File: config.mk
export PLATFORM = sky130hd
export DESIGN_NAME = bcd2_display_scan
export DESIGN_NICKNAME = d
export VERILOG_FILES = /design/src/rtl/bcd_disp_pkg.sv /design/src/rtl/bcd_to_seg7.sv /design/src/rtl/bcd2_display_scan.sv
export SDC_FILE = /design/constraint.sdc
export NUM_CORES = 1
export LEC_CHECK = 0
export CAP_MARGIN = 25
export CORE_MARGIN = 8
export CORE_UTILIZATION = 45
export CTS_CLUSTER_SIZE = 25
export DETAILED_ROUTE_END_ITERATION = 6
export PLACE_DENSITY = 0.84
export SYNTH_ARGS = -nofsm -noshare
export SYNTH_HDL_FRONTEND = slang
export SYNTH_SLANG_ARGS = --single-unit
File: constraint.sdc
create_clock -name clk -period 2.3 [get_ports clk]
set_input_delay 0.46 -clock clk [delete_from_list [all_inputs] [get_ports clk]]
set_output_delay 0.46 -clock clk [all_outputs]
set_load 0.005 [all_outputs]
File: src/rtl/bcd_disp_pkg.sv
// Shared constants for the two-digit seven-segment scanner: state encoding
// and segment patterns (bit 0 = segment a ... bit 6 = segment g).
package bcd_disp_pkg;

    typedef enum logic [2:0] {
        IDLE  = 3'd0,
        SHOW0 = 3'd1,
        GAP0  = 3'd2,
        SHOW1 = 3'd3,
        GAP1  = 3'd4
    } state_t;

    localparam logic [6:0] SEG_0   = 7'h3F;
    localparam logic [6:0] SEG_1   = 7'h06;
    localparam logic [6:0] SEG_2   = 7'h5B;
    localparam logic [6:0] SEG_3   = 7'h4F;
    localparam logic [6:0] SEG_4   = 7'h66;
    localparam logic [6:0] SEG_5   = 7'h6D;
    localparam logic [6:0] SEG_6   = 7'h7D;
    localparam logic [6:0] SEG_7   = 7'h07;
    localparam logic [6:0] SEG_8   = 7'h7F;
    localparam logic [6:0] SEG_9   = 7'h6F;
    localparam logic [6:0] SEG_E   = 7'h79;
    localparam logic [6:0] SEG_OFF = 7'h00;

endpackage

File: src/rtl/bcd_to_seg7.sv
// Combinational BCD to seven-segment decoder; non-BCD codes show "E".
module bcd_to_seg7
    import bcd_disp_pkg::*;
(
    input  logic [3:0] bcd,
    output logic [6:0] seg
);

    always_comb begin
        seg = SEG_E;
        case (bcd)
            4'd0: seg = SEG_0;
            4'd1: seg = SEG_1;
            4'd2: seg = SEG_2;
            4'd3: seg = SEG_3;
            4'd4: seg = SEG_4;
            4'd5: seg = SEG_5;
            4'd6: seg = SEG_6;
            4'd7: seg = SEG_7;
            4'd8: seg = SEG_8;
            4'd9: seg = SEG_9;
            default: seg = SEG_E;
        endcase
    end

endmodule

File: src/rtl/bcd2_display_scan.sv
// Two-digit multiplexed seven-segment scanner with per-frame digit snapshot,
// inter-digit blanking, leading-zero suppression and a sticky bad-code flag.
module bcd2_display_scan
    import bcd_disp_pkg::*;
#(
    parameter int SCAN_DIV  = 4,
    parameter int BLANK_CYC = 1
) (
    input  logic       clk,
    input  logic       rst,
    input  logic [3:0] bcd1,
    input  logic [3:0] bcd2,
    input  logic       lzb,
    output logic [6:0] seg,
    output logic [1:0] dig_en,
    output logic       frame_tick,
    output logic       err
);

    localparam int MAXC         = (SCAN_DIV > BLANK_CYC) ? SCAN_DIV : BLANK_CYC;
    localparam int DW           = $clog2(MAXC + 1);
    localparam int BLANK_LAST_I = (BLANK_CYC > 0) ? BLANK_CYC - 1 : 0;
    localparam logic [DW-1:0] SHOW_LAST  = DW'(SCAN_DIV - 1);
    localparam logic [DW-1:0] BLANK_LAST = DW'(BLANK_LAST_I);
    localparam logic          HAS_GAP    = (BLANK_CYC > 0);

    state_t          state;
    state_t          state_next;
    logic [DW-1:0]   dwell;
    logic            snap_take;
    logic [3:0]      snap1;
    logic [3:0]      snap2;
    logic            snap_lzb;
    logic [3:0]      dec_in;
    logic [6:0]      dec_out;

    // Next-state logic; snap_take marks the cycle whose closing edge enters SHOW0.
    always_comb begin
        state_next = state;
        snap_take  = 1'b0;
        case (state)
            IDLE: begin
                state_next = SHOW0;
                snap_take  = 1'b1;
            end
            SHOW0: begin
                if (dwell == SHOW_LAST) begin
                    state_next = HAS_GAP ? GAP0 : SHOW1;
                end
            end
            GAP0: begin
                if (dwell == BLANK_LAST) begin
                    state_next = SHOW1;
                end
            end
            SHOW1: begin
                if (dwell == SHOW_LAST) begin
                    state_next = HAS_GAP ? GAP1 : SHOW0;
                    snap_take  = ~HAS_GAP;
                end
            end
            GAP1: begin
                if (dwell == BLANK_LAST) begin
                    state_next = SHOW0;
                    snap_take  = 1'b1;
                end
            end
            default: begin
                state_next = IDLE;
            end
        endcase
    end

    always_ff @(posedge clk) begin
        if (!rst) begin
            state    <= IDLE;
            dwell    <= '0;
            snap1    <= 4'd0;
            snap2    <= 4'd0;
            snap_lzb <= 1'b0;
            err      <= 1'b0;
        end else begin
            state <= state_next;
            if (state_next != state) begin
                dwell <= '0;
            end else begin
                dwell <= dwell + DW'(1);
            end
            if (snap_take) begin
                snap1    <= bcd1;
                snap2    <= bcd2;
                snap_lzb <= lzb;
                if ((bcd1 > 4'd9) || (bcd2 > 4'd9)) begin
                    err <= 1'b1;
                end
            end
        end
    end

    assign dec_in = (state == SHOW1) ? snap2 : snap1;

    bcd_to_seg7 u_dec (
        .bcd (dec_in),
        .seg (dec_out)
    );

    // Outputs depend only on registered state and snapshot.
    always_comb begin
        seg        = SEG_OFF;
        dig_en     = 2'b00;
        frame_tick = snap_take && (state != IDLE);
        case (state)
            SHOW0: begin
                seg    = dec_out;
                dig_en = 2'b01;
            end
            SHOW1: begin
                if (!(snap_lzb && (snap2 == 4'd0))) begin
                    seg    = dec_out;
                    dig_en = 2'b10;
                end
            end
            default: begin
                seg    = SEG_OFF;
                dig_en = 2'b00;
            end
        endcase
    end

endmodule

# Yosys cells after proc, flatten, opt, wreduce, memory -nomap -nowiden
# Memories as Yosys holds them, arrays and structs flattened.
# Index checks and enable logic that the tools add are counted.
[classes] add_sub_neg=1 n_mul=0 div_mod_pow=0 order_cmp=2 eq_ne=6 shifts=0 muxes=12 n_bitwise=1 n_reduce_logical=9
[op_table] op="3-bit case mux with 5 select lines" n=1
[op_table] op="7-bit case mux with 2 select lines" n=1
[op_table] op="3-bit two-way mux" n=4
[op_table] op="3-bit by 2-bit equality test with 1-bit output, second input constant" n=3
[op_table] op="4-bit greater-than comparator, second input constant" n=2
[op_table] op="7-bit two-way mux" n=1
[op_table] op="3-bit logical NOT" n=2
[op_table] op="4-bit logical NOT" n=1
[op_table] op="4-bit two-way mux" n=1
[op_table] op="2-bit case mux with 2 select lines" n=1
[op_table] op="3-bit by 1-bit adder with 3-bit output, second input constant" n=1
[op_table] op="3-bit by 1-bit equality test with 1-bit output, second input constant" n=1
[op_table] op="3-bit equality test, second input constant" n=1
[op_table] op="3-bit != test" n=1
[op_table] op="3-bit nonzero test" n=1
[op_table] op="1-bit logical AND" n=2
[op_table] op="2-bit two-way mux" n=1
[op_table] op="1-bit case mux with 2 select lines" n=1
[op_table] op="2-bit AND reduction" n=1
[op_table] op="2-bit OR reduction" n=1
[op_table] op="1-bit logical OR" n=1
[op_table] op="1-bit two-way mux" n=1
[op_table] op="1-bit NOT" n=1
[word_totals] reg_bits=16 latch_bits=0 mem_bits_rw=0 mem_bits_ro=112 in_bits=11 out_inout_bits=11 elab_cells=38 memories=1
[mem_list] name="(name not given)" words=16 word_bits=7 rd=1 rd_ports_with_merged_regs=0 wr=0 line="bcd_to_seg7.sv:11" source="case (bcd)"

# Depth between registers and ports, before layout
# Gate-level depths: netlist of the first run.
[depth] word_depth=5 ltp_mapped=9 ltp_nobuf=7

# Modules after synthesis
# From an unflattened synthesis of the first run, not the netlist that was laid out.
[unflattened] cells_unflattened=123 hier_area_um2=1092.3
[by_module_without_submodules] module="bcd2_display_scan" n_inst=1 cells_each=97 area_each_um2=902.1 seq_area_each_um2=320.3
[by_module_without_submodules] module="bcd_to_seg7" n_inst=1 cells_each=26 area_each_um2=190.2 seq_area_each_um2=0.0

# Least setup slack after synthesis of the first run
# Ideal clock, no wire load.
[synth_timing] path_type="register to output" from="register state[2]" to="output seg[0]" arrival_time_ns=1.728 required_ns=1.840 slack_ns=0.112 stages_incl_launch_ff=9 n_path_buf=2 path_cell_list="dfxtp_1 buf_6 nand3b_4 buf_6 mux2i_1 inv_1 ha_1 mux2_4 a21oi_2"
[synth_between] elab_chain_len=5 word_cells_on_any_way=6 classes_between="eq/ne (2); mux (3); memory (1)"
[synth_rtl] element="from (decl)" line="bcd2_display_scan.sv:27" source="state_t state;"
[synth_rtl] element="from (signal assigned)" line="bcd2_display_scan.sv:83" source="state <= state_next;"
[synth_rtl] element="3-bit by 2-bit equality test with 1-bit output" line="bcd2_display_scan.sv:100, bcd2_display_scan.sv:112"
[synth_rtl] element="4-bit two-way mux" line="bcd2_display_scan.sv:100" source="assign dec_in = (state == SHOW1) ? snap2 : snap1;"
[synth_rtl] element="memory read 16 x 7 bit"
[synth_rtl] element="7-bit two-way mux" line="bcd2_display_scan.sv:118" source="if (!(snap_lzb && (snap2 == 4'd0))) begin"
[synth_rtl] element="7-bit case mux with 2 select lines (*)" line="bcd2_display_scan.sv:112" source="case (state)"
[synth_rtl] element="to (decl)" line="bcd2_display_scan.sv:14" source="output logic [6:0] seg,"
# Mark *: on every way between the ends. The rest lies on a longest branch, timed or not.

# Worst setup path in the final report of the first run
# Same ends and word-level chain as after synthesis.

==> key figures, run 1 <==
Die
  • Initial Utilization: 45.5%
  • Die area: 4250 um2
  • Boundary Pins: 22
  • Die H: 65.2 um
  • CORE AREA: 2390 um2
  • Row Count: 18
  • Die X: 65.2 um

STA
  • Relative slew margins: 70.2%
  • Final hold slack: 458 ps
  • # setup viols final: 3
  • Final hold viol count: 0
  • Unrepaired setup endpoints after global routing: yes
  • Setup slack after layout: -59.9 ps
  • Highest clock rate: 0.424 GHz
  • Final min period: 2360 ps
  • Worst Skew: 4.67 ps
  • Worst-margin pin slew: 445 ps
  • Slew Viols, Final: 0
  • Period utilisation layout: 103%

Min path
  • Hold Startpoint: dwell[0]
  • Hold Path Class: flip-flop to flip-flop

Route
  • ANT nets after route: 0
  • Vias: 959
  • Final wirelength: 2870 um
  • Pre-antenna DRT Iters: 4
  • Routed wire per std cell: 15.2 um
  • Initial drt markers: 25
  • DRC violation count after routing: 0
  • Vias per cell: 5.07

Power and ir drop
  • Pwr/cell area: 458 nW/um2
  • Tot Pwr: 0.000715 W
  • Leakage Power: 0.702 nW
  • Maximum vdd ir drop: 0.299 mV

Logic synthesis
  • Number of synthesized flops with an enable pin: 0
  • Ys flop type: dfxtp_1
  • Cell with the most instances after synthesis: dfxtp_1
  • Ys Warns: 0
  • Most instantiated cells after synthesis: dfxtp_1 (16), mux2i_1 (13), nor2_1 (10), nor2b_1 (10)
  • Avg Inst Size Synth: 9.21 um2
  • Syn Nets: 137
  • Synth Cell Area: 1090 um2
  • Synth async-reset ratio: 0%
  • Cell taking the most area after synthesis: dfxtp_1
  • Gate Count Post-Synth: 118
  • Sequential fraction of the synthesis area: 29.5%
  • Top-area cell type share of the netlist area: 29.5%
  • Yosys reg bits: 16
  • Ranking of synthesized cells by area: dfxtp_1 (29%), mux2i_1 (12%), ha_1 (9.2%), nor2b_1 (5.8%), mux2i_4 (4.1%)
  • Distinct cells, synth: 36

Critical path
  • Required time of the critical path: 1840 ps
  • Crit path from: state[2]
  • Critical path arrival: 1900 ps
  • RR Startpoint: state[1]
  • WS Path Type: flip-flop to output port
  • Crit end category: output port
  • CP max FO: 4
  • Startpoint types: flip-flop

Global routing
  • First-pass GRT wire length: 4310 um
  • Largest net degree at the start of global routing: 15
  • Grt ovf: 0
  • Vias in the first global route: 966
  • Initial antenna violation count: 0
  • GR Util met3: 2.89%
  • Tot GR Track Use: 12.9%
  • Met2 Track Usage GR: 23.6%
  • Layer with the highest usage: met2
  • Global routing usage on met1: 13.3%

Status
  • Failing checks: setup timing
  • Status: finished with violations

Placed design
  • HPWL after DPL: 1970 um
  • Placed instance count: 176
  • Input/output buffers: 21
  • RePlAce Congestion: 0.860

Clock tree
  • CTS buffer count: 3
  • Hold buffer count at CTS: 0
  • Clock Tree Buf Depth: 2
  • Worst-path clk slew: 90 ps
  • CTS tree: built
  • Max H-tree Level: 1
  • Total clock sinks: 16
  • Worst-Skew Late Latency: 280 ps
  • Root buf cell: clkbuf_4

Cells and area
  • Final non-filler cell total: 189
  • Area growth, synth to finish: 43.4%
  • Fillers: 190
  • Nets: 179
  • Antenna diodes: 0
  • Share of cells above drive strength 1: 34.6%

Job
  • Max-cap violations: 0
## per-layer routing
| layer | vias to the layer above | part of all wire [%] | wire, um |
|---|---|---|---|
| li1 | 482 | - | - |
| met5 | - | 0 | 0 |
| met3 | 6 | 3.6 | 104 |
| met4 | 0 | 2.2 | 64 |
| met2 | 16 | 52 | 1490 |
| met1 | 455 | 42 | 1210 |
## cell usage in the layout, fill, tap and decap left out, types with 2 or more instances in the layout
master	instances
nor3b_1	2
mux2i_1	11
o21a_1	2
dfxtp_1	13
a21oi_1	4
buf_4	16
buf_2	7
nand2b_1	4
buf_6	5
mux2i_4	4
o21ai_0	5
clkbuf_4	3
clkdlybuf4s50_1	13
inv_1	6
inv_2	2
nor2b_1	10
ha_1	4
nand2_1	6
nand3_1	2
a21oi_2	3
dfxtp_2	3
ha_4	3
nor2_1	10
## cells by family (layout without fill, tap and decap cells)
kind of cell / Yosys count / in the layout / share of synthesized area [%]
buffers and inverters: 13 / 54 / 6.33
XOR/XNOR: 2 / 2 / 1.61
AND/OR/NAND/NOR: 40 / 40 / 20.9
flip-flops: 16 / 16 / 29.5
multiplexers: 16 / 16 / 17.5
adder cells (fa/ha/maj): 9 / 9 / 10.1
AO/OA/AOI/OAI: 22 / 22 / 14.0
## where the power goes
group / switching (W) / total (W) / internal (W)
sequential: 0.0000204 / 0.000314 / 0.000294
clock: 0.0000878 / 0.000184 / 0.0000963
combinational: 0.0000959 / 0.000217 / 0.000121
## critical path, stage by stage, from the launching register on
cell and delay, ps:
dfxtp_2 350, nand3b_4 180, buf_6 150, mux2i_4 270
buf_6 140, mux2_4 300, a21oi_2 110, buf_2 120
## cell type report
type,count,area [um2],share of cell area [%]
Tap cell,30,37.5,2.41
Timing Repair Buffer,42,350,22.5
Multi-Input combinational cell,89,781,50.1
Inverter,8,30.0,1.93
Sequential cell,16,324,20.8
Clock buffer,4,36.3,2.33
## final timing paths
check             cells after the start       end  slack (ps)
hold reg to reg                       1  dwell[0]         460
setup reg to reg                      6  snap2[2]         800
setup / recovery                      7    seg[0]         -60
hold / removal                        1  dwell[0]         460
## through the flow
step	cell area, um2	worst slack [ps]	setup TNS (ps)	util, %
final	1560	-59.9	-68.0	65.3
after global routing	1560	-113	-642	65.3
after CTS	1490	-39.0	-85.0	62.4
after floorplan	1090	112	0	-
after global placement	1390	-39.6	-120	58.1
after detailed placement	1390	-129	-664	58.1
## timing repair
action	in CTS	in global routing
setup buffers	5	4
setup endpoints to repair	8	7
pin swaps	2	7
cloned	0	0
gates resized for setup	43	10
## sequential cells by signal, indices dropped and copies added (netlist names)
signal	flops
snap1	4
state	3
dwell	3
snap_lzb	1
snap2	4
err	1
Power figures use the tool's default switching activity.
==> inputs of run 2 (changes only) <==
CORE_MARGIN = default   (was 8)
==> run 2 against run 1 <==
Net effect:
- the run still ends with setup timing left
- sequential share of layout area is 0.084 points higher
- power shrank 5.5%
- utilization up 3.6 points
- setup slack improved by 25 ps
- cell count fell by 3.2%
- via count stayed put
- count of clock-buffer cells in the layout shrank 1
- die area fell by 38%
- critical endpoint is now seg[4]
- largest power group unchanged
- highest routed layer unchanged
==> key figures, run 2 (synthesized netlist as in run 1, its figures left out) <==
Route
  • DRC violation count after routing: 0 (unchanged)
  • Vias per cell: 5.24 (was 5.07)
  • Vias: 959 (unchanged)
  • ANT nets after route: 0 (unchanged)
  • Pre-antenna DRT Iters: 4 (unchanged)
  • Final wirelength: 2790 um (was 2870 um)
  • Initial drt markers: 14 (was 25)
  • Routed wire per std cell: 15.3 um (was 15.2 um)

Min path
  • Hold Path Class: flip-flop to flip-flop (unchanged)
  • WHS Path Cells: 1 (unchanged)

Die
  • Die X: 51.2 um (was 65.2 um)
  • Die H: 51.2 um (was 65.2 um)
  • Boundary Pins: 22 (unchanged)
  • Die area: 2620 um2 (was 4250 um2)
  • CORE AREA: 2250 um2 (was 2390 um2)
  • Row Count: 17 (was 18)
  • Initial Utilization: 48.2% (was 45.5%)

STA
  • Relative slew margins: 73.0% (was 70.2%)
  • Period utilisation layout: 102% (was 103%)
  • Final hold viol count: 0 (unchanged)
  • Worst Skew: 2.52 ps (was 4.67 ps)
  • Final min period: 2340 ps (was 2360 ps)
  • Setup slack after layout: -35.2 ps (was -59.9 ps)
  • # setup viols final: 2 (was 3)
  • Unrepaired setup endpoints after global routing: yes (unchanged)
  • Worst-margin pin slew: 404 ps (was 445 ps)
  • Highest clock rate: 0.428 GHz (was 0.424 GHz)
  • Slew Viols, Final: 0 (unchanged)

Critical path
  • R2R cell count: 6 (unchanged)
  • Startpoint types: flip-flop (unchanged)
  • WS Path Type: flip-flop to output port (unchanged)
  • Critical path arrival: 1880 ps (was 1900 ps)
  • Cell Chain, Critical Path: nand3b_4 > mux2i_4 > buf_6 > ha_2 > nand2b_1 > a311oi_2 > buf_2 (was nand3b_4 > buf_6 > mux2i_4 > buf_6 > mux2_4 > a21oi_2 > buf_2)
  • Crit path buf inv count: 2 (was 3)
  • Crit path depth: 7 (unchanged)
  • Required time of the critical path: 1840 ps (about the same)
  • CP max FO: 3 (was 4)
  • CP top delay family: flip-flops (was multiplexers)
  • Crit end category: output port (unchanged)
  • Slowest stage cell, crit path: dfxtp_2 (unchanged)
  • Max stage delay on crit path: 330 ps (was 350 ps)

Cells and area
  • Area growth, synth to finish: 42.8% (was 43.4%)
  • Largest regs: snap1 x4, snap2 x4 (unchanged)
  • Nets: 176 (was 179)
  • Final non-filler cell total: 183 (was 189)
  • Share of cells above drive strength 1: 33.5% (was 34.6%)
  • Commonest non-fill, non-tap cells in the layout: dfxtp_1 (13), clkdlybuf4s50_1 (13), mux2i_1 (10), nor2b_1 (10), buf_4 (10) (was buf_4 (16), dfxtp_1 (13), clkdlybuf4s50_1 (13), mux2i_1 (11))
  • Fillers: 166 (was 190)
  • Antenna diodes: 0 (unchanged)

Status
  • Failing checks: setup timing (unchanged)
  • Status: finished with violations (unchanged)

Global routing
  • Largest net degree at the start of global routing: 15 (unchanged)
  • Initial antenna violation count: 0 (unchanged)
  • Vias in the first global route: 898 (was 966)
  • Grt ovf: 0 (unchanged)
  • First-pass GRT wire length: 3860 um (was 4310 um)
  • Tot GR Track Use: 20.2% (was 12.9%)

Job
  • Max-cap violations: 0 (unchanged)

Clock tree
  • Worst-path clk slew: 90 ps (about the same)
  • Max H-tree Level: 1 (unchanged)
  • Worst-Skew Late Latency: 280 ps (about the same)
  • Root buf cell: clkbuf_4 (unchanged)
  • Hold buffer count at CTS: 0 (unchanged)
  • CTS tree: built (unchanged)
  • Clock Tree Buf Depth: 2 (unchanged)
  • Total clock sinks: 16 (unchanged)
  • CTS buffer count: 3 (unchanged)

Power and ir drop
  • Leakage Power: 0.688 nW (was 0.702 nW)
  • Pwr/cell area: 435 nW/um2 (was 458 nW/um2)
  • Maximum vdd ir drop: 0.370 mV (was 0.299 mV)

Placed design
  • HPWL after DPL: 1780 um (was 1970 um)
  • Input/output buffers: 21 (unchanged)
  • Placed instance count: 173 (was 176)
  • RePlAce Congestion: 0.790 (was 0.860)
  • Place WS: -136 ps (was -129 ps)
==> run 2: timing repair <==
action | in CTS | in global routing
setup endpoints to repair | 7 | 7
resized for setup | 42 | 16
setup buffers | 3 | 4
pin swaps | 5 | 7
==> run 2: final timing paths <==
kind | start | to | slack, ps
hold / removal | dwell[0] | dwell[0] | 460
setup reg to reg | state[1] | snap2[0] | 800
setup / recovery | state[2] | seg[4] | -40
hold reg to reg | dwell[0] | dwell[0] | 460
==> run 2: area by class of cell <==
type	count	area, um2	area share, %
clock buffers	3	22.5	1.45
multi-input cells	89	790	50.8
flip-flops and latches	16	324	20.9
inverters	8	30.0	1.93
well taps	28	35.0	2.26
repair buffers	39	352	22.6
==> run 2: per-stage QoR <==
step / cell area, um2 / TNS, ps / power, W / hold slack [ps] / util [%]
CTS: 1440 / -8.49 / 0.000646 / 462 / 63.9
finish: 1550 / -47.4 / 0.000675 / 459 / 68.9
floorplan: 1090 / 0 / 0.000415 / 417 / -
detailed placement: 1380 / -504 / 0.000502 / 444 / 61.0
global route: 1550 / -317 / 0.000706 / 491 / 68.9
global placement: 1380 / -210 / 0.000494 / 429 / 61.0
==> run 2: layer usage <==
metal	vias up	routed length (um)	track usage [%]
li1	480	-	-
met1	457	1240	22.7
met2	18	1470	38.4
met3	4	52	1.79
met4	0	33	8.33
met5	-	0	0
==> run 2: report_power, final <==
| part | total [W] | switching (W) | internal (W) |
|---|---|---|---|
| sequential | 0.000314 | 0.0000204 | 0.000294 |
| combinational | 0.000218 | 0.0000985 | 0.000119 |
| clock | 0.000143 | 0.0000826 | 0.0000608 |
| total | 0.000675 | 0.000201 | 0.000474 |
==> inputs of run 3 (changes only) <==
CELL_PAD_IN_SITES_DETAIL_PLACEMENT = 1   (was default)
CELL_PAD_IN_SITES_GLOBAL_PLACEMENT = 2   (was default)
CORE_UTILIZATION = 27   (was 45)
PLACE_DENSITY = 0.83   (was 0.84)
==> run 3 against run 2 <==
Net effect:
- the flow now finishes without violations
- cell count grew 8.7%
- sequential power is essentially flat
- register-to-register slack about the same
- sequential share of layout area increased by 0.97 points
- flip-flop and latch count is the same
- clock power up 45%
==> key figures, run 3 (synthesized netlist as in run 1, its figures left out) <==
Status
  • Status: finished clean (was finished with violations)

Critical path
  • CP max FO: 3 (unchanged)
  • Startpoint types: flip-flop (unchanged)
  • Critical path arrival: 1810 ps (was 1880 ps)
  • Required time of the critical path: 1840 ps (about the same)
  • WS Path Type: flip-flop to output port (unchanged)
  • Crit end category: output port (unchanged)

Route
  • Pre-antenna DRT Iters: 4 (unchanged)
  • Routed wire per std cell: 13.2 um (was 15.3 um)
  • DRC violation count after routing: 0 (unchanged)
  • Wire length on met2: 1310 um (was 1470 um)
  • Met3 Routed Length: 60 um (was 52 um)
  • Met1 wire length: 1220 um (was 1240 um)
  • Vias per cell: 4.65 (was 5.24)
  • Final wirelength: 2630 um (was 2790 um)
  • Top routing layer in use: met4 (unchanged)
  • Vias: 925 (was 959)
  • Initial drt markers: 9 (was 14)
  • ANT nets after route: 0 (unchanged)

Power and ir drop
  • Leakage Power: 0.675 nW (was 0.688 nW)
  • P_int: 0.000510 W (was 0.000474 W)
  • Pwr/cell area: 476 nW/um2 (was 435 nW/um2)
  • Psw: 0.000196 W (was 0.000201 W)
  • Switching share of power: 27.7% (was 29.8%)
  • Maximum vdd ir drop: 0.177 mV (was 0.370 mV)
  • Tot Pwr: 0.000706 W (was 0.000675 W)
  • Clock Power Share: 29.3% (was 21.2%)
  • Combinational share of power: 26.3% (was 32.3%)
  • Sequential Power Share: 44.4% (was 46.5%)

Die
  • CORE AREA: 3770 um2 (was 2250 um2)
  • Die area: 4290 um2 (was 2620 um2)
  • Die X: 65.5 um (was 51.2 um)
  • Boundary Pins: 22 (unchanged)
  • Row Count: 22 (was 17)
  • Initial Utilization: 28.8% (was 48.2%)
  • Die H: 65.5 um (was 51.2 um)

STA
  • Highest clock rate: 0.440 GHz (was 0.428 GHz)
  • Unrepaired setup endpoints after global routing: yes (unchanged)
  • Final min period: 2270 ps (was 2340 ps)
  • # setup viols final: 0 (was 2)
  • Relative slew margins: 70.7% (was 73.0%)
  • Worst-margin pin slew: 438 ps (was 404 ps)
  • Final hold viol count: 0 (unchanged)
  • Period utilisation layout: 98.9% (was 102%)
  • Worst Skew: 1.89 ps (was 2.52 ps)
  • Slew Viols, Final: 0 (unchanged)

Cells and area
  • Commonest non-fill, non-tap cells in the layout: dfxtp_1 (13), clkdlybuf4s50_1 (13), buf_4 (12), mux2i_1 (11) (was dfxtp_1 (13), clkdlybuf4s50_1 (13), mux2i_1 (10), nor2b_1 (10), buf_4 (10))
  • Share of cells above drive strength 1: 28.5% (was 33.5%)
  • Final instance area: 1480 um2 (was 1550 um2)
  • Nets: 172 (was 176)
  • Area growth, synth to finish: 36.5% (was 42.8%)
  • Largest regs: snap1 x4, snap2 x4 (unchanged)
  • Antenna diodes: 0 (unchanged)

Clock tree
  • Worst-path clk slew: 60 ps (was 90 ps)
  • Worst-Skew Late Latency: 250 ps (was 280 ps)
  • Clock Tree Buf Depth: 2 (unchanged)
  • Max H-tree Level: 1 (unchanged)
  • Root buf cell: clkbuf_8 (was clkbuf_4)
  • Total clock sinks: 16 (unchanged)
  • CTS tree: built (unchanged)
  • CTS buffer count: 3 (unchanged)

Global routing
  • Largest net degree at the start of global routing: 15 (unchanged)
  • Tot GR Track Use: 14.0% (was 20.2%)
  • First-pass GRT wire length: 4590 um (was 3860 um)
  • Vias in the first global route: 971 (was 898)
  • Initial antenna violation count: 0 (unchanged)
  • Grt ovf: 0 (unchanged)

Placed design
  • Cell Area, Placed: 1420 um2 (was 1380 um2)
  • RePlAce Congestion: 0.769 (was 0.790)
  • HPWL after DPL: 2090 um (was 1780 um)
  • Input/output buffers: 21 (unchanged)

Min path
  • Hold Path Class: flip-flop to flip-flop (unchanged)

Job
  • Max-cap violations: 0 (unchanged)
run 3: cell types whose count changed in the layout (fill, tap and decap cells not counted), sizes merged:
cell	before	now
buf	25	18
dlymetal6s2s	0	1
dlygate4sd2	1	0
clkbuf	3	6
run 3: final cells by class:
type	count	area [um2]
inverter	8	30.0
timing repair buffer	35	290
fill	451	2290
tap	48	60.1
multi-input combinational	89	738
sequential	16	324
clock buffer	3	41.3
run 3: routing by layer:
metal  vias up  global-route usage (%)
li1        467                       -
met1       436                    16.7
met2        17                    24.6
met3         5                    1.56
met4         0                    6.52
met5         -                       0
run 3: power by group through the flow:
stage | Sequential, W | Combinational (W) | Clock, W
3_3_place_gp | 0.000316 | 0.000182 | 0
2_1_floorplan | 0.000315 | 0.000101 | 0
6_report | 0.000313 | 0.000186 | 0.000207
5_1_grt | 0.000316 | 0.000206 | 0.000227
4_1_cts | 0.000314 | 0.000185 | 0.000212
3_5_place_dp | 0.000317 | 0.000189 | 0
run 3: final timing paths:
check                 from        to  slack, ps  cells after the start
setup reg to reg  dwell[0]  snap2[0]        800                      7
setup / recovery  state[2]    seg[1]         30                      7
hold / removal    dwell[0]  dwell[0]        460                      1
hold reg to reg   dwell[0]  dwell[0]        460                      1
run 3: timing repair:
item                       CTS  global route
setup endpoints to repair    8             7
hold endpoints to repair     0             0
hold buffers                 0             0
cloned                       0             0
pin swaps                    1             3
gates resized for setup     30            11
setup buffers                0             1
run 3: through the flow:
step	worst slack, ps	util, %	std cells	setup TNS, ps	hold WS (ps)
after floorplan	112	-	118	0	417
after global placement	-50.0	37.6	195	-177	428
after detailed placement	-126	37.6	195	-600	454
after CTS	-28.3	39.3	198	-65.3	468
after global routing	-44.7	39.3	199	-112	501
final	26.4	39.3	199	0	462
run 3: critical path, cell delays in order (launching register included):
cell and delay, ps:
dfxtp_2 320, nand3b_4 160, mux2i_4 280, buf_4 150, ha_2 260, nand2b_1 140
a21oi_1 120, buf_2 130
